===== config.mk =====
export PLATFORM = sky130hd
export DESIGN_NAME = press_button_bank
export DESIGN_NICKNAME = d
export VERILOG_FILES = /design/src/rtl/press_button_bank.sv
export SDC_FILE = /design/constraint.sdc
export NUM_CORES = 1
export LEC_CHECK = 0
export CAP_MARGIN = 15
export CORE_MARGIN = 3
export CORE_UTILIZATION = 55
export DETAILED_ROUTE_END_ITERATION = 10
export PLACE_DENSITY = 0.76
export REMOVE_ABC_BUFFERS = 1
export SKIP_LAST_GASP = 1
export SLEW_MARGIN = 20
export SYNTH_ARGS = -nofsm -noshare
export SYNTH_HDL_FRONTEND = slang
export SYNTH_SLANG_ARGS = --single-unit

===== constraint.sdc =====
create_clock -name clk -period 6.3 [get_ports clk]
set_input_delay 1.26 -clock clk [delete_from_list [all_inputs] [get_ports clk]]
set_output_delay 1.26 -clock clk [all_outputs]
set_load 0.005 [all_outputs]

===== src/rtl/press_button_bank.sv =====
// Bank of N independent button-to-pulse channels: sync, edge detect, fixed pulse, lockout.
// Optional hold-repeat behaviour is enabled by defining PRESS_BUTTON_AUTOREPEAT_EN.
module press_button_bank #(
  parameter int unsigned N        = 4,
  parameter logic [31:0] T_HIGH   = 32'd2,
  parameter logic [31:0] T_LOW    = 32'd50000000,
  parameter logic [31:0] T_REPEAT = 32'd25000000
) (
  input  logic         clk,
  input  logic         rst,
  input  logic [N-1:0] button,
  output logic [N-1:0] signal,
  output logic [N-1:0] busy,
  output logic         any
);

`ifdef PRESS_BUTTON_AUTOREPEAT_EN
  typedef enum logic [1:0] {
    StIdle    = 2'd0,
    StPulse   = 2'd1,
    StLockout = 2'd2,
    StHold    = 2'd3
  } state_e;
`else
  // Encoding 2'd3 is unreachable here and is recovered by the default arm.
  typedef enum logic [1:0] {
    StIdle    = 2'd0,
    StPulse   = 2'd1,
    StLockout = 2'd2
  } state_e;

  logic w_unused_t_repeat;
  assign w_unused_t_repeat = ^T_REPEAT;
`endif

  for (genvar g = 0; g < N; g++) begin : g_ch
    logic        r_s1;
    logic        r_s2;
    logic        r_prev;
    logic        w_rise;
    state_e      r_state;
    state_e      w_state_d;
    logic [31:0] r_cnt;
    logic [31:0] w_cnt_d;

    assign w_rise = r_s2 & ~r_prev;

    always_ff @(posedge clk or posedge rst) begin
      if (rst) begin
        r_s1    <= 1'b0;
        r_s2    <= 1'b0;
        r_prev  <= 1'b0;
        r_state <= StIdle;
        r_cnt   <= 32'd0;
      end else begin
        r_s1    <= button[g];
        r_s2    <= r_s1;
        r_prev  <= r_s2;
        r_state <= w_state_d;
        r_cnt   <= w_cnt_d;
      end
    end

    always_comb begin
      w_state_d = r_state;
      w_cnt_d   = r_cnt;
      case (r_state)
        StIdle: begin
          if (w_rise) begin
            w_state_d = StPulse;
            w_cnt_d   = 32'd0;
          end
        end
        StPulse: begin
          if (r_cnt == T_HIGH - 32'd1) begin
            w_state_d = StLockout;
            w_cnt_d   = 32'd0;
          end else begin
            w_cnt_d = r_cnt + 32'd1;
          end
        end
        StLockout: begin
          if (r_cnt == T_LOW - 32'd1) begin
`ifdef PRESS_BUTTON_AUTOREPEAT_EN
            w_state_d = r_s2 ? StHold : StIdle;
`else
            w_state_d = StIdle;
`endif
            w_cnt_d   = 32'd0;
          end else begin
            w_cnt_d = r_cnt + 32'd1;
          end
        end
`ifdef PRESS_BUTTON_AUTOREPEAT_EN
        StHold: begin
          // Release wins over the repeat timer.
          if (!r_s2) begin
            w_state_d = StIdle;
            w_cnt_d   = 32'd0;
          end else if (r_cnt == T_REPEAT - 32'd1) begin
            w_state_d = StPulse;
            w_cnt_d   = 32'd0;
          end else begin
            w_cnt_d = r_cnt + 32'd1;
          end
        end
`endif
        default: begin
          w_state_d = StIdle;
          w_cnt_d   = 32'd0;
        end
      endcase
    end

    assign signal[g] = (r_state == StPulse);
    assign busy[g]   = (r_state != StIdle);
  end

  assign any = |signal;

endmodule


* After elaboration in Yosys (flattened, before gate mapping)
Index checks and enable logic that the tools add are counted.
** Cells by class
- $add $sub $neg :: 4
- Equality and inequality tests :: 28
- Muxes and demuxes :: 32
- Bitwise gates (word level) :: 8
- Reductions and logical operators :: 13
** Operators by type and width (count)
- 2-to-1 mux 32 bit :: 12
- one-hot mux 32 bit (3 select lines) :: 4
- adder 32 x 1 -> 32 bit, second input constant :: 4
- equality test 32 x 1 -> 1 bit, second input constant :: 4
- equality test 32 x 26 -> 1 bit, second input constant :: 4
- 2-to-1 mux 2 bit :: 12
- one-hot mux 2 bit (3 select lines) :: 4
- != test 2 bit, second input constant :: 8
- AND reduction 3 bit :: 4
- equality test 2 x 1 -> 1 bit, second input constant :: 4
- equality test 2 bit, second input constant :: 4
- logical NOT 2 bit :: 4
- != test 2 x 1 -> 1 bit, second input constant :: 4
- nonzero test 2 bit :: 4
- bitwise AND 1 bit :: 4
- NOT 1 bit :: 4
- OR reduction 4 bit :: 1
** Word-level totals
- Bits in registers :: 148
- Input bits :: 6
- Output and inout bits :: 9
- Logic and storage cells :: 105

* Depth between registers and ports, before layout
- Depth after elaboration :: 4
- Mapped depth :: 9
- Depth with buffers taken out :: 7

* Least setup slack after synthesis
No wires, ideal clock.
- Path type :: register to output
- From :: register g_ch[0].r_state[1]
- To :: output any
- Data arrival time :: 1.129 ns
- Data required time :: 5.040 ns
- Path slack :: 3.911 ns
- Cell stages (with the launch flop) :: 4
- Path buffers :: 0
- Cell sequence :: dfrtp_1 inv_1 ha_1 or4_1
** On the way
- Word-level cells in the longest chain between the ends :: 2
** RTL lines
- start: declaration :: RTL line 41 : state_e r_state;
- start signal: assignment :: RTL line 53 : r_state <= StIdle;
- start signal: assignment :: RTL line 59 : r_state <= w_state_d;
- equality test 2 x 1 -> 1 bit :: RTL line 115 : assign signal[g] = (r_state == StPulse);
- OR reduction 4 bit :: RTL line 119 : assign any = |signal;
- end: declaration :: RTL line 14 : output logic any
Every way passes these cells.

* Final worst setup path
- From :: register g_ch[1].r_state[1]
- To :: output any
** On the way
- Word-level cells in the longest chain between the ends :: 2
** RTL lines (RTL line)
- start: declaration :: 41
- start signal: assignment :: 53
- start signal: assignment :: 59
- equality test 2 x 1 -> 1 bit :: 115
- OR reduction 4 bit :: 119
Every way passes these cells.

==> impl_metrics.tcl <==
set metrics [dict create \
    outcome "finished, final reports clean" \
    ctsHoldBuffers 0 \
    overflow 0 \
    timing.slew.headroom_pct 34.9 \
    cts_sinks 148 \
    wl_per_cell_um 15.5 \
    io_pins 15 \
    cp-startpoint "g_ch[1].r_state[1]$_DFFE_PP0P_" \
    rows 43 \
    synthCells 872 \
    placement.io_buffers 14 \
    worstMarginPinSlew_ps 973 \
    hpwl_um 11400 \
    vias 6273 \
    cp.required_ps 5040 \
    crit_path_end_kind "primary output" \
    rsz0062_at_grt "no" \
    nFillCells 1173 \
    cap_violations 0 \
    synth-edff-count 0 \
    antenna_found_initial 0 \
    r2r_slack_ps 3410 \
    core-area_mm2 0.0141 \
    fin_setup_tns_ps 0 \
    first_pass_iters 4 \
    layout_commonest_cell "dfrtp_1" \
    ys_ff_latch 148 \
    max_freq_mhz 292 \
    p_leak_nw 3.66 \
    p_per_area_mw_per_mm2 326 \
    root_buffer "clkbuf_16" \
    finalHoldViolations 0 \
    cts_setup_buffers 0 \
    finalMaxSlewViolations 0 \
    cp_max_fo 4 \
    drc_errors 0 \
    avgSynthCellArea_um2 9.30 \
    min_from "g_ch[0].r_s1$_DFF_PP0_" \
    final_nets 913 \
    die_height_um 127 \
    grt_pass1_wl_um 29000 \
    ant_nets 0 \
    fin_crit_sh_pct 54.3 \
    fin_skew_ps 7.02 \
    drt-initial-drc-count 514 \
    diodes 0 \
    ir_drop_mv 0.244 \
    first_global_vias 5965 \
    fp.dieW_um 127 \
    met1_usage_pct 31.5 \
    final_core_util_pct 62.9 \
    wl_um 16700 \
    layout.cells.most_common_list "dfrtp_1 (148), nor2_1 (139), nand2_1 (85)" \
    synthDominantCellAreaShare_pct 45.7 \
    seq_area_frac_synth_pct 45.7 \
    timing.rr.start "g_ch[2].r_cnt[0]$_DFFE_PP0P_" \
    final.min_clock_period_ps 3420 \
    insertion_delay_ps 420 \
    synth_area_leaders "dfrtp_1 (46%), nor2_1 (6.4%), xor2_1 (4.6%)" \
    dieArea_mm2 0.0162 \
    cts_resized 0 \
    cts.reportedPaths.clkPinSlew_ps 60 \
    syn_to_final_growth_pct 9.83 \
    worst_setup_path_start_kind "register" \
    grt_util_met2_pct 32.6 \
    grt_start_max_net_pins 115 \
    gp_congestion 0.869 \
    netlist_area_mm2 0.00811 \
    yosysWarnings 0 \
    drive_gt1_share_pct 7.15 \
    ys_types 64 \
    cts_buffers 17 \
    critPathKind "reg2out" \
    h-tree-depth 4 \
    async_flop_share_pct 100 \
    viasPerCell 5.84 \
    clockBufferDepth 2 \
    synth_flop_cell "dfrtp_1" \
    holdCritPathClass "reg2reg" \
    start_util_pct 57.3 \
    cts_tree "built" \
    use_met3_pct 5.27 \
    setup_viol 0 \
    yosys.area.top_type "dfrtp_1" \
    grt.busiest_layer "met2" \
    critical_path_arrival_ps 2160 \
    grt.total_usage_pct 21.7 \
]
## power breakdown
| part | internal [mW] | switching [mW] |
|---|---|---|
| logic | 0.308 | 0.607 |
| registers | 0.995 | 0.0365 |
| clock network | 0.560 | 0.398 |
| total | 1.86 | 1.04 |
## Yosys cell counts, types with 2 or more instances
library cell	instances
a211oi_1	2
a21o_1	8
a21oi_1	13
a22o_1	12
a31oi_1	3
a41oi_1	4
and2_1	6
and3_1	11
and4_1	11
buf_2	3
buf_4	8
buf_6	3
clkbuf_1	8
dfrtp_1	148
ha_1	24
inv_1	43
mux2_2	7
mux2i_1	4
nand2_1	85
nand2b_1	11
nand3_1	52
nand4_1	35
nand4_2	2
nand4b_1	2
nor2_1	139
nor2_2	2
nor2b_1	2
nor3_1	27
nor4_1	29
nor4_4	2
o21a_1	2
o21ai_0	25
o21ai_1	5
o22ai_1	5
o2bb2ai_1	4
o311ai_0	6
o31ai_1	6
o31ai_4	2
or2_2	4
or3_1	6
or4_4	3
xnor2_1	34
xor2_1	43
## through the flow
stage | cell area, µm² | std cells | total power, mW | setup slack, ps | hold WS [ps]
after floorplan | 7960 | 849 | 1.66 | 1060 | 331
after global placement | 8340 | 1044 | 1.94 | 3280 | 336
after detailed placement | 8340 | 1044 | 1.96 | 3260 | 338
after CTS | 8900 | 1075 | 2.93 | 2880 | 352
after global routing | 8900 | 1075 | 3.07 | 2810 | 359
final | 8900 | 1075 | 2.90 | 2880 | 348
## area by class of cell
type	instances	area (µm²)	area share [%]
Clock buffer	19	453	5.09
Sequential cell	148	3700	41.6
Multi-Input combinational cell	658	4100	46.0
Inverter	43	169	1.90
Clock inverter	12	108	1.21
Tap cell	180	225	2.53
Timing Repair Buffer	15	148	1.66
## flip-flops by register name, summed over array words and instances, names as in the netlist
signal	count
g_ch.r_cnt	128
g_ch.r_prev	4
g_ch.r_s1	4
g_ch.r_s2	4
g_ch.r_state	8
## path summary, 6_finish.rpt
path,end,depth (start not counted)
min,g_ch[0].r_s2$_DFF_PP0_,0
max reg2reg,g_ch[2].r_cnt[15]$_DFFE_PP0P_,7
min reg2reg,g_ch[0].r_s2$_DFF_PP0_,0
max in group asynchronous,g_ch[2].r_cnt[22]$_DFFE_PP0P_,3
max,any,4
min in group asynchronous,g_ch[2].r_cnt[3]$_DFFE_PP0P_,2
## kinds of logic (layout without fill, tap and decap cells)
logic type	after synthesis	in the layout	synth area share [%]
fa+ha+maj	24	24	3.70
xor+xnor	77	77	8.32
flops	148	148	45.7
compound gates	109	109	9.89
buf+inv	66	89	3.77
mux	11	11	1.47
simple gates	437	437	27.2
## worst max-delay path, cell delays in order, from the launching register on
cell,delay (ps)
dfrtp_1,360
inv_1,80
ha_1,270
or4_1,550
clkdlybuf4s50_1,480
## metal layers
metal / up-vias / wire length, µm / share of wire [%]
li1: 3091 / - / -
met1: 3011 / 8140 / 49
met2: 150 / 7580 / 45
met3: 21 / 738 / 4.4
met4: 0 / 210 / 1.3
met5: - / 0 / 0
Power figures use the tool's default switching activity.
